File: src/rtl/phase_ctrl.sv
// Instruction phase sequencer: steps each instruction through FETCH/DECODE/EXEC/MEM/WB,
// drives one-hot phase strobes and memory requests, and owns the PC and retire counter.
module phase_ctrl #(
    parameter logic [31:0] PC_RESET    = 32'h0000_0000,
    parameter int unsigned MEM_TIMEOUT = 15
) (
    input  logic        clk,
    input  logic        rst_n,
    input  logic        run,
    input  logic [5:0]  op,
    input  logic        ife,
    input  logic [31:0] addr_i,
    input  logic        mem_ready,
    output logic [3:0]  start,
    output logic [31:0] pc_o,
    output logic        reg_update,
    output logic        mem_rd,
    output logic        mem_wr,
    output logic        busy,
    output logic        err,
    output logic [15:0] retired
);

    typedef enum logic [2:0] {
        S_IDLE,
        S_FETCH,
        S_DECODE,
        S_EXEC,
        S_MEM,
        S_WB
    } state_t;

    localparam logic [5:0] OP_SW  = 6'b010000;
    localparam logic [5:0] OP_LW  = 6'b010001;
    localparam logic [5:0] OP_BEQ = 6'b100000;
    localparam logic [5:0] OP_JMP = 6'b100001;
    localparam logic [7:0] WAIT_LAST = 8'(MEM_TIMEOUT - 1);

    state_t      state;
    state_t      next_state;
    logic        armed;
    logic        is_load;
    logic        next_load;
    logic [7:0]  wait_cnt;
    logic        boundary;
    logic        branch_taken;
    logic        set_err;
    logic        op_alu;
    logic        op_mem;
    logic        op_branch;

    always_comb begin
        op_alu    = (op[5:3] == 3'b000) && (op[2:0] <= 3'd5);
        op_mem    = (op == OP_SW) || (op == OP_LW);
        op_branch = (op == OP_BEQ) || (op == OP_JMP);
    end

    // Every instruction-ending path funnels through 'boundary' so the PC, retire
    // count and FETCH/IDLE choice are decided in exactly one place.
    always_comb begin
        next_state   = state;
        next_load    = is_load;
        boundary     = 1'b0;
        branch_taken = 1'b0;
        set_err      = 1'b0;
        case (state)
            S_IDLE: begin
                if (run && !err && armed) begin
                    next_state = S_FETCH;
                end
            end
            S_FETCH:  next_state = S_DECODE;
            S_DECODE: next_state = S_EXEC;
            S_EXEC: begin
                if (op_alu) begin
                    next_state = S_WB;
                end else if (op_mem) begin
                    next_state = S_MEM;
                    next_load  = (op == OP_LW);
                end else if (op_branch) begin
                    boundary     = 1'b1;
                    branch_taken = (op == OP_JMP) || ife;
                end else begin
                    next_state = S_IDLE;
                    set_err    = 1'b1;
                end
            end
            S_MEM: begin
                if (mem_ready) begin
                    if (is_load) begin
                        next_state = S_WB;
                    end else begin
                        boundary = 1'b1;
                    end
                end else if (wait_cnt >= WAIT_LAST) begin
                    next_state = S_IDLE;
                    set_err    = 1'b1;
                end
            end
            S_WB:    boundary   = 1'b1;
            default: next_state = S_IDLE;
        endcase
        if (boundary) begin
            next_state = run ? S_FETCH : S_IDLE;
        end
    end

    // Outputs are registered from next_state so they line up with the state they describe.
    always_ff @(posedge clk or negedge rst_n) begin
        if (!rst_n) begin
            state      <= S_IDLE;
            armed      <= 1'b0;
            is_load    <= 1'b0;
            wait_cnt   <= '0;
            start      <= '0;
            pc_o       <= PC_RESET;
            reg_update <= 1'b0;
            mem_rd     <= 1'b0;
            mem_wr     <= 1'b0;
            busy       <= 1'b0;
            err        <= 1'b0;
            retired    <= '0;
        end else begin
            state   <= next_state;
            armed   <= 1'b1;
            is_load <= next_load;

            if (state != S_MEM) begin
                wait_cnt <= '0;
            end else begin
                wait_cnt <= wait_cnt + 8'd1;
            end

            case (next_state)
                S_FETCH: start <= 4'b0001;
                S_EXEC:  start <= 4'b0010;
                S_MEM:   start <= 4'b0100;
                S_WB:    start <= 4'b1000;
                default: start <= 4'b0000;
            endcase

            busy       <= (next_state != S_IDLE);
            mem_rd     <= (next_state == S_MEM) && next_load;
            mem_wr     <= (next_state == S_MEM) && !next_load;
            reg_update <= (next_state == S_WB) || (state == S_WB);

            if (set_err) begin
                err <= 1'b1;
            end

            if (boundary) begin
                pc_o    <= branch_taken ? addr_i : pc_o + 32'd4;
                retired <= retired + 16'd1;
            end
        end
    end

endmodule

File: config.mk
export PLATFORM = sky130hd
export DESIGN_NAME = phase_ctrl
export DESIGN_NICKNAME = d
export VERILOG_FILES = /design/src/rtl/phase_ctrl.sv
export SDC_FILE = /design/constraint.sdc
export NUM_CORES = 1
export LEC_CHECK = 0
export CAP_MARGIN = 20
export CORE_ASPECT_RATIO = 1.25
export CORE_MARGIN = 3
export CORE_UTILIZATION = 51
export CTS_BUF_LIST = sky130_fd_sc_hd__clkbuf_2
export DETAILED_ROUTE_END_ITERATION = 10
export PLACE_DENSITY = 0.85
export SETUP_SLACK_MARGIN = 0.05
export SLEW_MARGIN = 20
export SYNTH_ARGS = -nofsm -noshare
export SYNTH_HDL_FRONTEND = slang
export SYNTH_SLANG_ARGS = --single-unit
File: constraint.sdc
create_clock -name clk -period 2.5 [get_ports clk]
set_input_delay 0.375 -clock clk [delete_from_list [all_inputs] [get_ports clk]]
set_output_delay 0.375 -clock clk [all_outputs]
set_load 0.01 [all_outputs]
=== Word level (Yosys, flattened, before mapping) ===
Index checks and enable logic that the tools add are counted.

* Output and inout port bits: 57
* Word-level logic and storage cells: 77
* Flip-flop bits (word level): 70

* Equality and inequality tests: 14
* Muxes and demuxes: 32
* Add/sub/neg operators: 3
* Order comparisons: 2
* Reductions and logical operators: 14

{| class="wikitable"
|+ Operator list
! operator !! count
|-
| $add A32 B3 Y32 const B || 1
|-
| $mux W32 || 1
|-
| $mux W3 || 8
|-
| $mux W1 || 18
|-
| $pmux W3 S6 || 1
|-
| $add A16 B1 Y16 const B || 1
|-
| $pmux W4 S4 || 1
|-
| $eq A3 B3 Y1 const B || 4
|-
| $eq A6 B5 Y1 const B || 2
|-
| $eq A6 B6 Y1 const B || 2
|-
| $eq A3 B2 Y1 const B || 3
|-
| $add A8 B1 Y8 const B || 1
|-
| $ge A8 B4 Y1 const B || 1
|-
| $mux W8 || 1
|-
| $eq A3 B1 Y1 const B || 2
|-
| $logic_not A3 Y1 || 2
|-
| $logic_and A1 B1 Y1 || 5
|-
| $logic_or A1 B1 Y1 || 4
|-
| $le A3 B3 Y1 const B || 1
|-
| $ne A3 B3 Y1 const B || 1
|-
| $pmux W1 S3 || 1
|-
| $reduce_bool A3 Y1 || 1
|-
| $logic_not A1 Y1 || 2
|-
| $pmux W1 S2 || 1
|}

=== Depth between registers and ports, before layout ===
* Word-level depth: 9
* Gate-level depth with buffers: 9
* Gate-level depth less buffers: 7

=== Worst setup path before layout ===
OpenSTA, ideal clock, no wires.

* Path type: register to register
* Start point: register pc_o[2]
* End point: register pc_o[30]
* Library setup time: 0.131 ns
* Slack: 0.473 ns
* Data required time: 2.369 ns
* Path buffers: 0
* Cell stages (with the launch flop): 7
* Arrival: 1.896 ns
* Path through: dfrtp_1 -> ha_1 -> nand4_2 -> or3_1 -> nor3_2 -> a21oi_1 -> or3_1

* Word-level cells in the longest chain between the ends: 2

{| class="wikitable"
|+ RTL lines
! what !! RTL line !! RTL
|-
| start, declared || 15 || <nowiki>output logic [31:0] pc_o,</nowiki>
|-
| start signal, assigned || 152 || <nowiki>pc_o <= branch_taken ? addr_i : pc_o + 32'd4;</nowiki>
|-
| $add A32 B3 Y32 || 152 ||
|-
| $mux W32 || 152 ||
|}

Every way passes these cells.
A chain may end at the register's enable or synchronous reset.

=== Final worst setup path ===
Same ends and word-level chain as after synthesis.

==> results.py <==
metrics = {
    "status": {
        "status": "finished clean",
    },
    "route": {
        "routed-wl-met2_um": 5116,
        "drt.antenna.violating_nets": 0,
        "totalWireLength_um": 10070,
        "routed.top_layer": "met4",
        "drt-initial-drc-count": 243,
        "dr_wl_met3_um": 623,
        "num_vias": 3698,
        "drt-vias-per-instance": 5.984,
        "drtPass1Iterations": 5,
        "drt-met1-wl_um": 4170,
        "post-route-drc-count": 0,
        "wl_per_cell_um": 16.29,
    },
    "synth": {
        "synthTopCellsByArea": "dfrtp_1, nand2_1, a21oi_1, xnor2_1, nor2_1",
        "synthArstFlopShare": 1.000,
        "syn_nets": 460,
        "synth_flop_cell": "dfrtp_1",
        "synth-edff-count": 0,
        "yosysSeqAreaShare": 0.4596,
        "synth.distinct_cells": 65,
        "synthCells": 413,
        "yosys.area.top_type": "dfrtp_1",
        "syn_avg_cell_area_um2": 9.228,
        "synth_warnings": 0,
        "ys_ff_latch": 70,
        "synth_area_um2": 3811,
        "yosysTopAreaCellShare": 0.4596,
    },
    "final_layout": {
        "antennaDiodeCount": 0,
        "final_net_count": 570,
        "final_area_um2": 5057,
        "layout.cells.most_common": "clkdlybuf4s50_1",
        "final_cell_mix": "clkdlybuf4s50_1, dfrtp_1, nand2_1, nor2_1, a21oi_1",
        "layout-drive-gt1-share": 0.09470,
        "syn_to_final_growth_pct": 32.70,
    },
    "worst_setup_path": {
        "cpPeakStageDelay_ps": 470,
        "critPathArrivalTime_ps": 2690,
        "crit_required_ps": 2950,
        "critical_path.max_fanout": 6,
        "path_cells": "ha_1 > nand4_2 > or3_1 > nor3_2 > a21oi_1 > or3_1",
        "critPathCaptureType": "register",
        "crit_slowest_cell": "dfrtp_1",
        "start_kind": "register",
        "critical_path_class": "reg2reg",
        "crit_top_cell": "or3_1",
    },
    "global_route": {
        "grt_pass1_vias": 3479,
        "gr-total-overflow": 0,
        "antenna_found_initial": 0,
        "grt_pass1_wl_um": 16390,
        "grt_usage": 0.2369,
        "grt_max_degree": 54,
    },
    "sta": {
        "fin_crit_sh": 0.8984,
        "layout_min_cycle_time_ps": 2246,
        "fmaxAchievable_mhz": 445.2,
        "relSlewSlack": 0.4627,
        "maxSlewViolCount": 0,
        "worst_pin_slew_ps": 806.0,
        "rsz0062_at_grt": "no",
        "finClkSkew_ps": 18.65,
        "setup_viol": 0,
        "finalHoldViolCount": 0,
        "setup_tns_ps": 0,
    },
    "floorplanning": {
        "num_rows": 34,
        "die_height_um": 102.7,
        "chipWidth_um": 83.32,
        "die_area_um2": 8553,
        "core-area_um2": 7104,
        "pin_count": 100,
        "initial_core_util": 0.5365,
    },
    "clock_tree": {
        "clk_pin_slew_ps": 200,
        "cts-root-buf": "clkbuf_2",
        "post_cts_resized": 0,
        "numCtsBuffers": 9,
        "clock-sinks": 70,
        "cts_tree": "built",
        "cts_max_level": 3,
        "clk_latency_ps": 540,
        "ctsLongestPathBuffers": 2,
    },
    "worst_hold_path": {
        "hp-class": "in2reg",
    },
    "pwr": {
        "power_frac_comb": 0.315,
        "peakVddDrop_mv": 0.3884,
        "internal-power_uw": 1921,
        "leakagePower_uw": 0.002117,
        "power_density_nw_per_um2": 589.9,
        "p_clk_frac": 0.181,
        "swShare": 0.3560,
        "pwr-share-seq": 0.505,
        "power_switching_uw": 1062,
    },
    "placement": {
        "portBuffers": 99,
        "gp_congestion": 0.8926,
        "place_hpwl_um": 7291,
        "dpl_cell_area_um2": 4961,
    },
    "flow_run": {
        "cap_violations": 0,
    },
}
-- layer usage --
layer,track usage,vias up
li1,-,1731
met1,0.2881,1814
met2,0.4210,137
met3,0.05356,16
met4,0.07799,0
met5,0,-
-- registers in the layout (all words and copies together) (netlist names) --
| signal | count |
|---|---|
| wait_cnt | 8 |
| mem_wr | 1 |
| retired | 16 |
| pc_o | 32 |
| mem_rd | 1 |
| reg_update | 1 |
| armed | 1 |
| busy | 1 |
| state | 3 |
| err | 1 |
| start | 4 |
| is_load | 1 |
-- worst max-delay path, delay by kind of cell (launching register included) --
kind	cells	cell delay [ps]
AND/OR/NAND/NOR	4	1310
flip-flops	1	470
adder cells (fa/ha/maj)	1	270
AO/OA/AOI/OAI	1	110
-- metrics by stage --
step	power [uW]	instances	utilization	hold slack, ps	worst slack (ps)
finish	2983	618	0.7119	349.9	253.9
detailed placement	2462	601	0.6983	464.3	86.87
global placement	2436	601	0.6983	462.2	206.5
floorplan	1947	413	-	79.41	472.9
CTS	2993	618	0.7119	339.6	247.8
global route	3159	618	0.7119	359.6	72.78
-- power by group through the flow --
stage / registers (uW) / logic (uW) / clock network (uW)
3_5_place_dp: 1520 / 941 / 0
4_1_cts: 1500 / 945 / 547
2_1_floorplan: 1530 / 421 / 0
3_3_place_gp: 1520 / 917 / 0
5_1_grt: 1540 / 1030 / 591
6_report: 1510 / 939 / 539
-- final timing paths --
kind / startpoint / endpoint / depth (start not counted) / slack, ps
max in group asynchronous: rst_n / retired[3] / 3 / 1350
max reg2reg: pc_o[2] / pc_o[30] / 6 / 250
min reg2reg: retired[15] / retired[15] / 1 / 490
min: addr_i[0] / pc_o[0] / 3 / 350
max: pc_o[2] / pc_o[30] / 6 / 250
min in group asynchronous: rst_n / pc_o[13] / 2 / 420
-- Yosys cell counts, types with 3 or more instances --
| cell | n |
|---|---|
| nand2_1 | 53 |
| o22a_1 | 3 |
| dfrtp_1 | 70 |
| xor2_1 | 6 |
| xnor2_1 | 16 |
| nand4_1 | 17 |
| buf_6 | 3 |
| clkbuf_1 | 10 |
| nor4_1 | 8 |
| nand3_1 | 24 |
| and3_1 | 12 |
| nor2_1 | 34 |
| ha_1 | 4 |
| a21oi_1 | 31 |
| and4_1 | 5 |
| a211oi_1 | 3 |
| inv_1 | 10 |
| o21ai_0 | 19 |
| a311oi_1 | 3 |
| nor3_1 | 7 |
| a31oi_1 | 5 |
| o22ai_1 | 4 |
| o211ai_1 | 4 |
| buf_2 | 7 |
-- what timing repair did --
item | in CTS | in global routing
hold endpoints to repair | 32 | 0
hold buffers | 1 | 0
setup buffers | 0 | 0
-- cell families after synthesis --
family,Yosys count,synth area share
AOI/OAI and AO/OA,94,0.1612
xor gates and xnor gates,22,0.05056
adders and majority gates,6,0.01839
buffers and inverters,31,0.03907
DFF,70,0.4596
muxes,1,0.002954
other,1,0.0009840
and+or+nand+nor,188,0.2672
-- cell type report --
class	instances	area [um^2]
Clock buffer	9	45.04
Timing Repair Buffer	120	1159
Fill cell	548	2047
Sequential cell	70	1752
Inverter	10	37.54
Clock inverter	7	41.29
Multi-Input combinational cell	312	1911
Tap cell	90	112.6
No activity file was read; power rests on OpenSTA's default activity.
==> patch 1 (same flow settings) <==
Encoding of `state_t`: now one-hot (6 bits for 6 states).
--- a/src/rtl/phase_ctrl.sv
+++ b/src/rtl/phase_ctrl.sv
@@ -22,11 +22,11 @@
 );
 
-    typedef enum logic [2:0] {
-        S_IDLE,
-        S_FETCH,
-        S_DECODE,
-        S_EXEC,
-        S_MEM,
-        S_WB
+    typedef enum logic [5:0] {
+        S_IDLE   = 6'b000001,
+        S_FETCH  = 6'b000010,
+        S_DECODE = 6'b000100,
+        S_EXEC   = 6'b001000,
+        S_MEM    = 6'b010000,
+        S_WB     = 6'b100000
     } state_t;
 
Function: same outputs for any inputs over 10 cycles, from zero or initial values and one cycle with rst_n low; not proved beyond that.
==> patch 1 against the unedited design <==
Cell area is 9.1% higher; critical path type unchanged; via count is 5.9% higher; sequential cell count up 3; largest cell class unchanged; clock skew up 0.0074 ns; area after synthesis rose by 5.4%; wire length grew 11%; final cell count is 3.6% higher; global-route usage rose by 1.7 points; hold slack got worse by 0.0011 ns; setup slack worse by 0.074 ns; critical endpoint is now pc_o[22]$_DFFE_PN0P_; first-iteration DRC count rose by 11%; fmax down 3.2%.
Power is not compared: it rests on default switching activity, and its combinational part moved more than twofold at a synthesized area within 25%.
==> patch 1: results (changes against the unedited design) <==
[routing]
drt_pre_antenna_iters = 6  ; +1
met3_length_um = 713  ; +14%
first_iter_violations = 269  ; +11%
wire_per_inst_um = 17.44  ; +7.1%
vias = 3916  ; +5.9%
m1WireLength_mm = 4.299  ; +3.1%

[placement]
gp_congestion = 0.9140  ; +2.4%
dpl_cell_area_sq_mm = 0.005346  ; +7.8%
place_inst = 623  ; +3.7%
dp_slack_ns = -0.1533  ; -0.2402 ns

[setup_path]
arrival_ns = 2.77  ; +0.08 ns
rr_startpoint = state[2]$_DFF_PN0_
crit_slowest_cell = or4_4
worst-path-max-fanout = 17  ; +11
reg2reg_slack_ns = 0.18  ; -0.07 ns
r2r_end = pc_o[22]$_DFFE_PN0P_

[min_path]
hp-class = in -> async

[power]
peakVddDrop_v = 0.0004615

[logic_synthesis]
synth_common_cells = dfrtp_1 (72), nand2_1 (50), nor2_1 (27), nand3_1 (21), o21ai_0 (17)
ys_seq_area_share_pct = 45.51  ; -0.45 points
syn_avg_cell_area_sq_um = 9.725  ; +5.4%
yosysUniqueCellTypes = 77  ; +18%

[global_routing]
first_global_vias = 3834  ; +10%
grt_usage_pct = 25.40  ; +1.7 points
grt_pass1_wl_mm = 18.60  ; +13%

[finish]
area_growth_pct = 37.32
layout-drive-gt1-share_pct = 15.15  ; +5.7 points
fillers = 544  ; -0.73%
instances_no_fill = 640  ; +3.6%

[run_status]
outcome = completed

[sta]
fin_skew_ns = 0.02609  ; +0.007436 ns
min_period_ns = 2.321  ; +0.07442 ns
maxSlewHeadroom_pct = 62.02  ; +16 points

[cts]
clk_latency_ns = 0.51  ; -0.03 ns
clkTransAtPathRegs_ns = 0.22  ; +0.02 ns

patch 1: cell count changes in the layout (fill, tap and decap cells not counted), moves of 7 or more:
cell	change
o21ai_1	+7
a21oi_1	-16
or4_1	+7
nand4_1	-10
nor2_1	-7
buf_4	+16
patch 1: area by class of cell:
class / instances / area share [%]
sequential: 73 / 33.14
clock inverter: 5 / 1.883
multi-input combinational: 313 / 37.14
clock buffer: 11 / 0.9982
tap: 92 / 2.087
inverter: 7 / 0.4764
timing repair buffer: 139 / 24.27
patch 1: worst min-delay path by stage:
stage	from	to	slack, ns	cells after the start
floorplan	rst_n	armed$_DFF_PN0_	0.08	0
global placement	rst_n	retired[15]$_DFFE_PN0P_	0.40	1
detailed placement	rst_n	retired[15]$_DFFE_PN0P_	0.40	1
CTS	rst_n	retired[15]$_DFFE_PN0P_	0.34	2
global route	rst_n	retired[15]$_DFFE_PN0P_	0.37	2
finish	rst_n	retired[15]$_DFFE_PN0P_	0.35	2
patch 1: layer usage:
| layer | vias to the layer above | GRT usage, % |
|---|---|---|
| li1 | 1810 | - |
| met1 | 1929 | 30.78 |
| met2 | 149 | 44.72 |
| met3 | 28 | 5.238 |
| met4 | 0 | 8.032 |
| met5 | - | 0 |
patch 1: what timing repair did:
item,4_1_cts,5_1_grt
endpoints found under the hold margin,23,0
endpoints found under the setup margin,0,0
hold buffers,1,0
patch 1: kinds of logic after synthesis:
kind of cell | count (synthesis) | synth area share (%)
other | 1 | 0.09337
AO/OA/AOI/OAI | 103 | 18.13
adder cells (fa/ha/maj) | 4 | 1.246
buffers and inverters | 27 | 3.707
flip-flops | 73 | 45.51
AND/OR/NAND/NOR | 179 | 25.61
multiplexers | 1 | 0.2492
XOR/XNOR | 25 | 5.452
==> patch 2 (same settings) <==
Made on the original files. `MEM_TIMEOUT`: 15 -> 8.
--- a/src/rtl/phase_ctrl.sv
+++ b/src/rtl/phase_ctrl.sv
@@ -3,5 +3,5 @@
 module phase_ctrl #(
     parameter logic [31:0] PC_RESET    = 32'h0000_0000,
-    parameter int unsigned MEM_TIMEOUT = 15
+    parameter int unsigned MEM_TIMEOUT = 8
 ) (
     input  logic        clk,
Behaviour: same outputs for any inputs over 10 cycles, from zero or initial values and one cycle with rst_n low; that may be too few to reach the edited logic, so the function may still have changed.
==> patch 2 against the unedited design <==
Total power is 2.7% lower; sequential cell count stayed put; setup slack gained 0.16 ns; cell area is 0.32% lower; area after synthesis is 2.6% lower; sequential power is 5% lower; wire length is 0.93% lower; die area is 2.4% lower; critical path type unchanged; critical endpoint is now pc_o[28]$_DFFE_PN0P_; largest power group unchanged.
==> patch 2: results (changes against the unedited design) <==
[run_status]
outcome = completed

[finish]
fillers = 557  ; +1.6%
final_net_count = 551  ; -3.3%
signal_buffers = 122  ; +1.7%
bufAreaShareNonClock_pct = 23.53  ; +0.62 points
multi_input_area_share_pct = 36.86  ; -0.92 points
inv_count = 4  ; -6
multi_input_cells = 298  ; -4.5%
clock_cell_area_share_pct = 2.333  ; +0.63 points

[sta]
tightest_slew_ns = 0.7077  ; -0.09832 ns
hold_slack_ns = 0.3908  ; +0.04091 ns

[logic_synthesis]
ys_seq_area_share_pct = 47.17  ; +1.2 points
synth_area_leaders = dfrtp_1 (47%), a21oi_1 (4.7%), nand2_1 (3.7%), xnor2_1 (3.5%), nand3_1 (3.1%)
synthAdderAreaFrac_pct = 1.550  ; -0.29 points
synth_compound_area_share_pct = 19.10  ; +3.0 points
yosysUniqueCellTypes = 61  ; -6.2%
synth_common_cells = dfrtp_1 (70), nand2_1 (37), a21oi_1 (35), nor2_1 (30), nand3_1 (23)
muxShareOfSynthArea_pct = 0.2695  ; -0.026 points
syn_nets = 439  ; -4.6%

[setup_path]
reg2reg_depth = 5  ; -1
max_stage_delay_ns = 0.51  ; +0.04 ns
worst-path-max-fanout = 10  ; +4
arrival_ns = 2.49  ; -0.20 ns
endpoint = pc_o[28]$_DFFE_PN0P_
reg2reg_slack_ns = 0.41  ; +0.16 ns
rr_startpoint = pc_o[16]$_DFFE_PN0P_

[cts]
clk_latency_ns = 0.51  ; -0.03 ns

[routing]
via_per_inst = 5.983  ; about the same
drt_wl_total_mm = 9.971  ; -0.93%
first_iter_violations = 231  ; -4.9%
dr_wl_met2_mm = 5.086  ; -0.59%

[power]
leakagePower_nw = 2.121  ; +0.16%
peakVddDrop_v = 0.0004453  ; +15%

[placement]
place_inst = 583  ; -3.0%
gp_congestion = 0.8435  ; -5.5%
dp_slack_ns = 0.03755  ; -0.04932 ns

[global_routing]
grt_pass1_wl_mm = 16.59  ; +1.2%

[patch 2: logic make-up (layout without fill, tap and decap cells)]
| logic type | Yosys count | in the layout |
|---|---|---|
| AND/OR/NAND/NOR | 161 | 161 |
| AO/OA/AOI/OAI | 108 | 108 |
| flip-flops | 70 | 70 |
| buffers and inverters | 25 | 142 |
| XOR/XNOR | 22 | 22 |
| adder cells (fa/ha/maj) | 5 | 5 |
| other | 1 | 1 |
| multiplexers | 1 | 1 |
[patch 2: per-layer routing]
layer | global-route usage [%] | vias to the layer above
met5 | 0 | -
met4 | 7.928 | 0
met3 | 5.872 | 17
met2 | 42.10 | 138
met1 | 32.53 | 1751
li1 | - | 1684
[patch 2: power by group through the flow]
stage	combinational [mW]	clock, mW	sequential [mW]
global placement	0.768	0	1.45
finish	0.795	0.665	1.44
floorplan	0.362	0	1.45
CTS	0.800	0.674	1.44
detailed placement	0.794	0	1.46
global route	0.882	0.734	1.47
